`config.mk`:
```
export PLATFORM = sky130hd
export DESIGN_NAME = wb_drain_queue_flat
export DESIGN_NICKNAME = d
export VERILOG_FILES = /design/src/rtl/wb_drain_queue_pkg.sv /design/src/rtl/wb_drain_queue_if.sv /design/src/rtl/wb_drain_queue_fifo_2w2r.sv /design/src/rtl/wb_drain_queue.sv /design/src/flat_wrapper.sv
export SDC_FILE = /design/constraint.sdc
export NUM_CORES = 1
export LEC_CHECK = 0
export BUFFER_PORTS_ARGS = -buffer_cell sky130_fd_sc_hd__clkbuf_2
export CAP_MARGIN = 0
export CORE_AREA = 2 2 228 162
export CTS_CLUSTER_SIZE = 16
export DETAILED_ROUTE_END_ITERATION = 8
export DIE_AREA = 0 0 230 164
export PLACE_DENSITY_LB_ADDON = 0.08
export REMOVE_ABC_BUFFERS = 1
export SLEW_MARGIN = 20
export SYNTH_ARGS = -nofsm -noshare
export SYNTH_HDL_FRONTEND = slang
export SYNTH_SLANG_ARGS = --single-unit
```
`constraint.sdc`:
```
create_clock -name clk -period 6.8 [get_ports clk]
set_input_delay 1.02 -clock clk [delete_from_list [all_inputs] [get_ports clk]]
set_output_delay 1.02 -clock clk [all_outputs]
set_load 0.03 [all_outputs]
```
`src/rtl/wb_drain_queue_pkg.sv`:
```
// Shared types for the writeback drain queue: register-write entry and r0 helper.
package wb_pkg;
   localparam int REG_ADDR_W = 5;
   localparam int DATA_W     = 32;

   typedef struct packed {
      logic [REG_ADDR_W-1:0] addr;
      logic [DATA_W-1:0]     data;
   } wb_entry_t;

   function automatic logic is_r0(input logic [REG_ADDR_W-1:0] addr);
      return addr == '0;
   endfunction
endpackage

```
`src/rtl/wb_drain_queue_if.sv`:
```
// Execute-result, regfile-write and hazard-lookup bundle around wb_drain_queue.
interface wb_drain_queue_if #(
   parameter int DEPTH = 8,
   parameter int CNT_W = $clog2(DEPTH) + 1
);
   import wb_pkg::*;
   logic                  res_valid_0, res_valid_1, res_ready;
   logic [REG_ADDR_W-1:0] res_addr_0, res_addr_1;
   logic [DATA_W-1:0]     res_data_0, res_data_1;
   logic                  wb_stall;
   logic                  we_1, we_2;
   logic [REG_ADDR_W-1:0] writeaddr_1, writeaddr_2;
   logic [DATA_W-1:0]     writedata_1, writedata_2;
   logic [REG_ADDR_W-1:0] pend_addr_0, pend_addr_1;
   logic                  pend_hit_0, pend_hit_1;
   logic [CNT_W-1:0]      count;

   modport master (
      output res_valid_0, res_addr_0, res_data_0, res_valid_1, res_addr_1, res_data_1,
      output wb_stall, pend_addr_0, pend_addr_1,
      input  res_ready, we_1, writeaddr_1, writedata_1, we_2, writeaddr_2, writedata_2,
      input  pend_hit_0, pend_hit_1, count
   );
   modport slave (
      input  res_valid_0, res_addr_0, res_data_0, res_valid_1, res_addr_1, res_data_1,
      input  wb_stall, pend_addr_0, pend_addr_1,
      output res_ready, we_1, writeaddr_1, writedata_1, we_2, writeaddr_2, writedata_2,
      output pend_hit_0, pend_hit_1, count
   );
endinterface

```
`src/rtl/wb_drain_queue_fifo_2w2r.sv`:
```
// Circular buffer with 0..2 pushes and 0..2 pops per cycle; exposes the two head
// entries, the whole storage array and a live-entry mask for hazard lookup.
module wb_fifo_2w2r
   import wb_pkg::*;
#(
   parameter int DEPTH = 8,
   parameter int CNT_W = $clog2(DEPTH) + 1
) (
   input  logic                   clk,
   input  logic                   rst,
   input  logic [1:0]             push_n,
   input  wb_entry_t              push0,
   input  wb_entry_t              push1,
   input  logic [1:0]             pop_n,
   output wb_entry_t              head0,
   output wb_entry_t              head1,
   output logic [CNT_W-1:0]       count,
   output logic [DEPTH-1:0]       live,
   output wb_entry_t [DEPTH-1:0]  ents
);
   localparam int PTR_W = $clog2(DEPTH);

   wb_entry_t        mem [DEPTH];
   logic [PTR_W-1:0] head_q, tail_q;
   logic [CNT_W-1:0] count_q;
   logic [PTR_W-1:0] head_p1, tail_p1;

   assign head_p1 = head_q + PTR_W'(1);
   assign tail_p1 = tail_q + PTR_W'(1);

   // Storage is not reset; only the live window is ever observed.
   always_ff @(posedge clk) begin
      if (push_n != 2'd0) mem[tail_q]  <= push0;
      if (push_n == 2'd2) mem[tail_p1] <= push1;
   end

   always_ff @(posedge clk or negedge rst) begin
      if (!rst) begin
         head_q  <= '0;
         tail_q  <= '0;
         count_q <= '0;
      end else begin
         head_q  <= head_q + PTR_W'(pop_n);
         tail_q  <= tail_q + PTR_W'(push_n);
         count_q <= count_q + CNT_W'(push_n) - CNT_W'(pop_n);
      end
   end

   assign head0 = mem[head_q];
   assign head1 = mem[head_p1];
   assign count = count_q;

   always_comb begin
      live = '0;
      ents = '0;
      for (int i = 0; i < DEPTH; i++) begin
         ents[i] = mem[i];
         live[i] = {1'b0, PTR_W'(PTR_W'(i) - head_q)} < count_q;
      end
   end
endmodule

```
`src/rtl/wb_drain_queue.sv`:
```
// In-order dual-lane writeback queue draining two regfile writes per cycle.
// Optional zero-latency bypass when the queue is (nearly) empty: WB_DRAIN_BYPASS_EN.
module wb_drain_queue
   import wb_pkg::*;
#(
   parameter int DEPTH = 8,
   parameter int CNT_W = $clog2(DEPTH) + 1
) (
   input  logic            clk,
   input  logic            rst,
   wb_drain_queue_if.slave bus
);
   localparam int NUM_LANES = 2;

   wb_entry_t             head0, head1, first, lane1;
   wb_entry_t             push0, push1, wr1, wr2;
   wb_entry_t [DEPTH-1:0] ents;
   logic [DEPTH-1:0]      live;
   logic [CNT_W-1:0]      cnt;
   logic [1:0]            push_n, pop_n, n_acc;
   logic                  ready, acc0, acc1, we1, we2;

   // Credit only the registered occupancy, never this cycle's drain.
   assign ready = rst && (cnt <= CNT_W'(DEPTH - 2));
   assign acc0  = ready && bus.res_valid_0 && !is_r0(bus.res_addr_0);
   assign acc1  = ready && bus.res_valid_1 && !is_r0(bus.res_addr_1);
   assign n_acc = {1'b0, acc0} + {1'b0, acc1};
   assign lane1 = '{addr: bus.res_addr_1, data: bus.res_data_1};
   assign first = acc0 ? wb_entry_t'{addr: bus.res_addr_0, data: bus.res_data_0} : lane1;

   always_comb begin
      push_n = n_acc;
      push0  = first;
      push1  = lane1;
      pop_n  = 2'd0;
      we1    = 1'b0;
      we2    = 1'b0;
      wr1    = head0;
      wr2    = head1;
      if (!bus.wb_stall) begin
         if (cnt >= CNT_W'(2)) begin
            we1   = 1'b1;
            we2   = 1'b1;
            pop_n = 2'd2;
         end else if (cnt == CNT_W'(1)) begin
            we1   = 1'b1;
            pop_n = 2'd1;
         end
      end
`ifdef WB_DRAIN_BYPASS_EN
      if (!bus.wb_stall && cnt == '0) begin
         push_n = 2'd0;
         we1    = n_acc != 2'd0;
         wr1    = first;
         we2    = n_acc == 2'd2;
         wr2    = lane1;
      end else if (!bus.wb_stall && cnt == CNT_W'(1) && n_acc != 2'd0) begin
         // Oldest incoming lane rides port 2 behind the head; any second lane queues.
         we2    = 1'b1;
         wr2    = first;
         push_n = n_acc - 2'd1;
         push0  = lane1;
      end
`endif
   end

   wb_fifo_2w2r #(.DEPTH(DEPTH), .CNT_W(CNT_W)) u_fifo (
      .clk    (clk),
      .rst    (rst),
      .push_n (push_n),
      .push0  (push0),
      .push1  (push1),
      .pop_n  (pop_n),
      .head0  (head0),
      .head1  (head1),
      .count  (cnt),
      .live   (live),
      .ents   (ents)
   );

   assign bus.res_ready   = ready;
   assign bus.count       = cnt;
   assign bus.we_1        = rst && we1;
   assign bus.we_2        = rst && we2;
   assign bus.writeaddr_1 = bus.we_1 ? wr1.addr : '0;
   assign bus.writedata_1 = bus.we_1 ? wr1.data : '0;
   assign bus.writeaddr_2 = bus.we_2 ? wr2.addr : '0;
   assign bus.writedata_2 = bus.we_2 ? wr2.data : '0;

   logic [NUM_LANES-1:0][REG_ADDR_W-1:0] pend_addr;
   logic [NUM_LANES-1:0]                 pend_hit;
   assign pend_addr = {bus.pend_addr_1, bus.pend_addr_0};

   for (genvar l = 0; l < NUM_LANES; l++) begin : g_hz
      logic [DEPTH-1:0] match;
      always_comb begin
         match = '0;
         for (int e = 0; e < DEPTH; e++)
            match[e] = live[e] && (ents[e].addr == pend_addr[l]);
      end
      assign pend_hit[l] = rst && !is_r0(pend_addr[l]) && (|match);
   end

   assign bus.pend_hit_0 = pend_hit[0];
   assign bus.pend_hit_1 = pend_hit[1];
endmodule

```
`src/flat_wrapper.sv`:
```
// flat-port wrapper written by rule: the top's interface ports become plain ports
module wb_drain_queue_flat import wb_pkg::*;
#(
   parameter int DEPTH = 8,
   parameter int CNT_W = $clog2(DEPTH) + 1
)
  (clk, rst, bus_res_valid_0, bus_res_addr_0, bus_res_data_0, bus_res_valid_1, bus_res_addr_1, bus_res_data_1, bus_wb_stall, bus_pend_addr_0, bus_pend_addr_1, bus_res_ready, bus_we_1, bus_writeaddr_1, bus_writedata_1, bus_we_2, bus_writeaddr_2, bus_writedata_2, bus_pend_hit_0, bus_pend_hit_1, bus_count);
  wb_drain_queue_if #(.DEPTH(DEPTH), .CNT_W(CNT_W)) bus_i ();
  input  logic clk;
  input  logic rst;
  input wire logic [$bits(bus_i.res_valid_0)-1:0] bus_res_valid_0;
  input wire logic [$bits(bus_i.res_addr_0)-1:0] bus_res_addr_0;
  input wire logic [$bits(bus_i.res_data_0)-1:0] bus_res_data_0;
  input wire logic [$bits(bus_i.res_valid_1)-1:0] bus_res_valid_1;
  input wire logic [$bits(bus_i.res_addr_1)-1:0] bus_res_addr_1;
  input wire logic [$bits(bus_i.res_data_1)-1:0] bus_res_data_1;
  input wire logic [$bits(bus_i.wb_stall)-1:0] bus_wb_stall;
  input wire logic [$bits(bus_i.pend_addr_0)-1:0] bus_pend_addr_0;
  input wire logic [$bits(bus_i.pend_addr_1)-1:0] bus_pend_addr_1;
  output wire logic [$bits(bus_i.res_ready)-1:0] bus_res_ready;
  output wire logic [$bits(bus_i.we_1)-1:0] bus_we_1;
  output wire logic [$bits(bus_i.writeaddr_1)-1:0] bus_writeaddr_1;
  output wire logic [$bits(bus_i.writedata_1)-1:0] bus_writedata_1;
  output wire logic [$bits(bus_i.we_2)-1:0] bus_we_2;
  output wire logic [$bits(bus_i.writeaddr_2)-1:0] bus_writeaddr_2;
  output wire logic [$bits(bus_i.writedata_2)-1:0] bus_writedata_2;
  output wire logic [$bits(bus_i.pend_hit_0)-1:0] bus_pend_hit_0;
  output wire logic [$bits(bus_i.pend_hit_1)-1:0] bus_pend_hit_1;
  output wire logic [$bits(bus_i.count)-1:0] bus_count;
  assign bus_i.res_valid_0 = bus_res_valid_0;
  assign bus_i.res_addr_0 = bus_res_addr_0;
  assign bus_i.res_data_0 = bus_res_data_0;
  assign bus_i.res_valid_1 = bus_res_valid_1;
  assign bus_i.res_addr_1 = bus_res_addr_1;
  assign bus_i.res_data_1 = bus_res_data_1;
  assign bus_i.wb_stall = bus_wb_stall;
  assign bus_i.pend_addr_0 = bus_pend_addr_0;
  assign bus_i.pend_addr_1 = bus_pend_addr_1;
  assign bus_res_ready = bus_i.res_ready;
  assign bus_we_1 = bus_i.we_1;
  assign bus_writeaddr_1 = bus_i.writeaddr_1;
  assign bus_writedata_1 = bus_i.writedata_1;
  assign bus_we_2 = bus_i.we_2;
  assign bus_writeaddr_2 = bus_i.writeaddr_2;
  assign bus_writedata_2 = bus_i.writedata_2;
  assign bus_pend_hit_0 = bus_i.pend_hit_0;
  assign bus_pend_hit_1 = bus_i.pend_hit_1;
  assign bus_count = bus_i.count;
  wb_drain_queue #(.DEPTH(DEPTH), .CNT_W(CNT_W)) u_core (.clk(clk), .rst(rst), .bus(bus_i));
endmodule
```
==> metrics.txt <==
outcome finished, final reports clean; final-stage net count 1598; Critical Path Sink Type primary output; CTS tree built; CTS Buffer Depth 3; worst stage delay on the critical path 790 ps; I/O pins 172; post-synth cell types 44; final hold vios 0; Mapped Avg Cell Area 14.37 um2; Total Wirelength 56.82 mm; CTS H-tree depth 1; post-DP HPWL 34.78 mm; crit start category register; Synth Instances 1347; slew at the pin closest to its max-slew limit 1149 ps; clock-pin slew on the worst setup and hold paths 70 ps; grt ovf 0; Tmin final 5115 ps; most frequent cell on the critical path ha_1; TritonRoute pass-1 iters 5; Die Ht 164 um; leading area contributor after synthesis edfxtp_1; initial core utilization 54.43%; CP max FO 34; sequential cell area fraction in the yosys report 47.21%; kind of critical path reg2out; # DRC 0; RSZ-0062 raised after global routing false; slowest CP cell dfrtp_4; multi-input logic area 0.009662 mm2; worst skew pair latency 590 ps; hold_ws 360.7 ps; DR iter-0 viols 1385; Main synth FF type edfxtp_1; Worst slew margin 23.19%; core box area 0.03556 mm2; synthesis-to-layout area growth 11.48%; antenna violations before repair 3; CP required 5780 ps; peak supply drop 309.9 uV; Die X 230 um; Register Area 0.009148 mm2; largest net degree at the start of global routing 64; Setup Viol. Count Final 0; final worst-path cycle share 75.22%; Fmax 0.1955 GHz; worst path cell trace ha_1, xor2_4, inv_2, ha_1, a21oi_1, nand2_1, o22ai_1, nor3_1, a31oi_1, clkbuf_2; CP arrival 4100 ps; Hold Crit Class in2async; layout cells sized above 1 47.38%; vias per cell 6.454; Placer Congestion 0.9086; CTS sink count 306; Static Leak 7.558 nW; Final Power 8.945 mW; I/O Buffers 171; CTS Buf Count 31; root buffer cell clkbuf_16; Max Cap Viol 0; number of global-route vias before repair 12722; flops & latches, synth 306; Post-CTS Repair Setup Buffers 0; Rows 58; post-route ant nets 0; P per Cell Area 414.5 mW/mm2; Max Slew Vio Count 0; global-route wire length before repair 84.29 mm; Final Skew 31.15 ps; Resize count post-CTS 0; Post-Syn Area 0.01936 mm2; Fillers 2801; top-area cell type share of the netlist area 45.92%; post-cts hold buffer count 0; via count 12825; Total GRT Usage 30.42%; die area 0.03772 mm2; most frequent cells in the layout edfxtp_1, mux2_2, clkbuf_2, nand2_1, mux4_2; ys async rst share 3.268%; synth top area cells edfxtp_1, mux4_2, mux2_2; Yosys Warn Count 0; Post-synth EDFFs 296; wire length per cell 28.59 um; commonest non-fill, non-tap cell in the layout edfxtp_1
-- cell families after synthesis --
kind of cell / synth area share [%]
fa+ha+maj: 2.030
simple gates: 5.281
xor+xnor: 4.027
flops: 47.21
buf+inv: 3.581
compound gates: 3.329
mux: 34.54
-- Yosys cell counts (all sizes together) (4+ instances only) --
master  instances
a21oi          82
a31o            4
buf            58
clkbuf         42
dfrtp          10
edfxtp        296
fa              4
ha             25
inv            28
mux2          296
mux4          148
nand2         162
nand3          23
nand4           4
nor2            9
nor2b           9
nor3           21
o21ai           6
o22ai           4
or4             4
xnor2          38
xor2           51
-- per-layer routing --
metal / part of all wire (%) / routed length (um) / vias to the layer above / track usage (%)
met4: 2.2 / 1227 / 0 / 6.510
met3: 7.5 / 4266 / 81 / 5.122
met2: 48 / 27230 / 568 / 49.81
li1: - / - / 5523 / -
met5: 0 / 0 / - / 0
met1: 42 / 24090 / 6653 / 43.27
-- through the flow --
| step | area (um2) | instances | util (%) | setup TNS, ps | setup WS [ps] |
|---|---|---|---|---|---|
| floorplan | 18770 | 1247 | - | -101750 | -2839 |
| global placement | 20590 | 1927 | 57.90 | 0 | 2003 |
| detailed placement | 20590 | 1927 | 57.90 | 0 | 1959 |
| CTS | 21570 | 1985 | 60.67 | 0 | 1682 |
| global route | 21570 | 1985 | 60.67 | 0 | 1436 |
| finish | 21580 | 1987 | 60.68 | 0 | 1685 |
-- flip-flops by register name, indices dropped and copies added (netlist names) --
register              flops
u_core.u_fifo.count       4
u_core.u_fifo.head_q      3
u_core.u_fifo.mem       296
u_core.u_fifo.tail_q      3
-- worst paths after layout --
path,slack [ps],to,cells past startpoint,start
min in group clk,680,u_core.u_fifo.tail_q[1],1,u_core.u_fifo.tail_q[1]
max,1680,bus_pend_hit_1,10,u_core.u_fifo.head_q[0]
max in group asynchronous,6090,u_core.u_fifo.head_q[0],1,rst
min,360,u_core.u_fifo.head_q[2],1,rst
min reg2reg,680,u_core.u_fifo.tail_q[1],1,u_core.u_fifo.tail_q[1]
max reg2reg,2440,u_core.u_fifo.mem[7][36],15,u_core.u_fifo.count[3]
-- power by group --
| part | internal, mW | switching [mW] |
|---|---|---|
| Combinational | 1.97 | 2.57 |
| Clock | 0.947 | 0.752 |
| Sequential | 2.40 | 0.301 |
-- cell type report --
| type | instances | share of cell area, % |
|---|---|---|
| Clock buffer | 35 | 3.665 |
| Multi-Input combinational cell | 913 | 44.78 |
| Tap cell | 480 | 2.783 |
| Antenna cell | 2 | 0.02319 |
| Timing Repair Buffer | 200 | 4.975 |
| Sequential cell | 306 | 42.39 |
| Clock inverter | 23 | 0.8988 |
| Inverter | 28 | 0.4871 |
-- critical path, delay by kind of cell (launching register included) --
family	cells	cell delay, ps
buf+inv	2	650
fa+ha+maj	2	770
simple gates	2	170
compound gates	3	440
flops	1	790
xor+xnor	1	610
(Power assumes the default switching activity.)
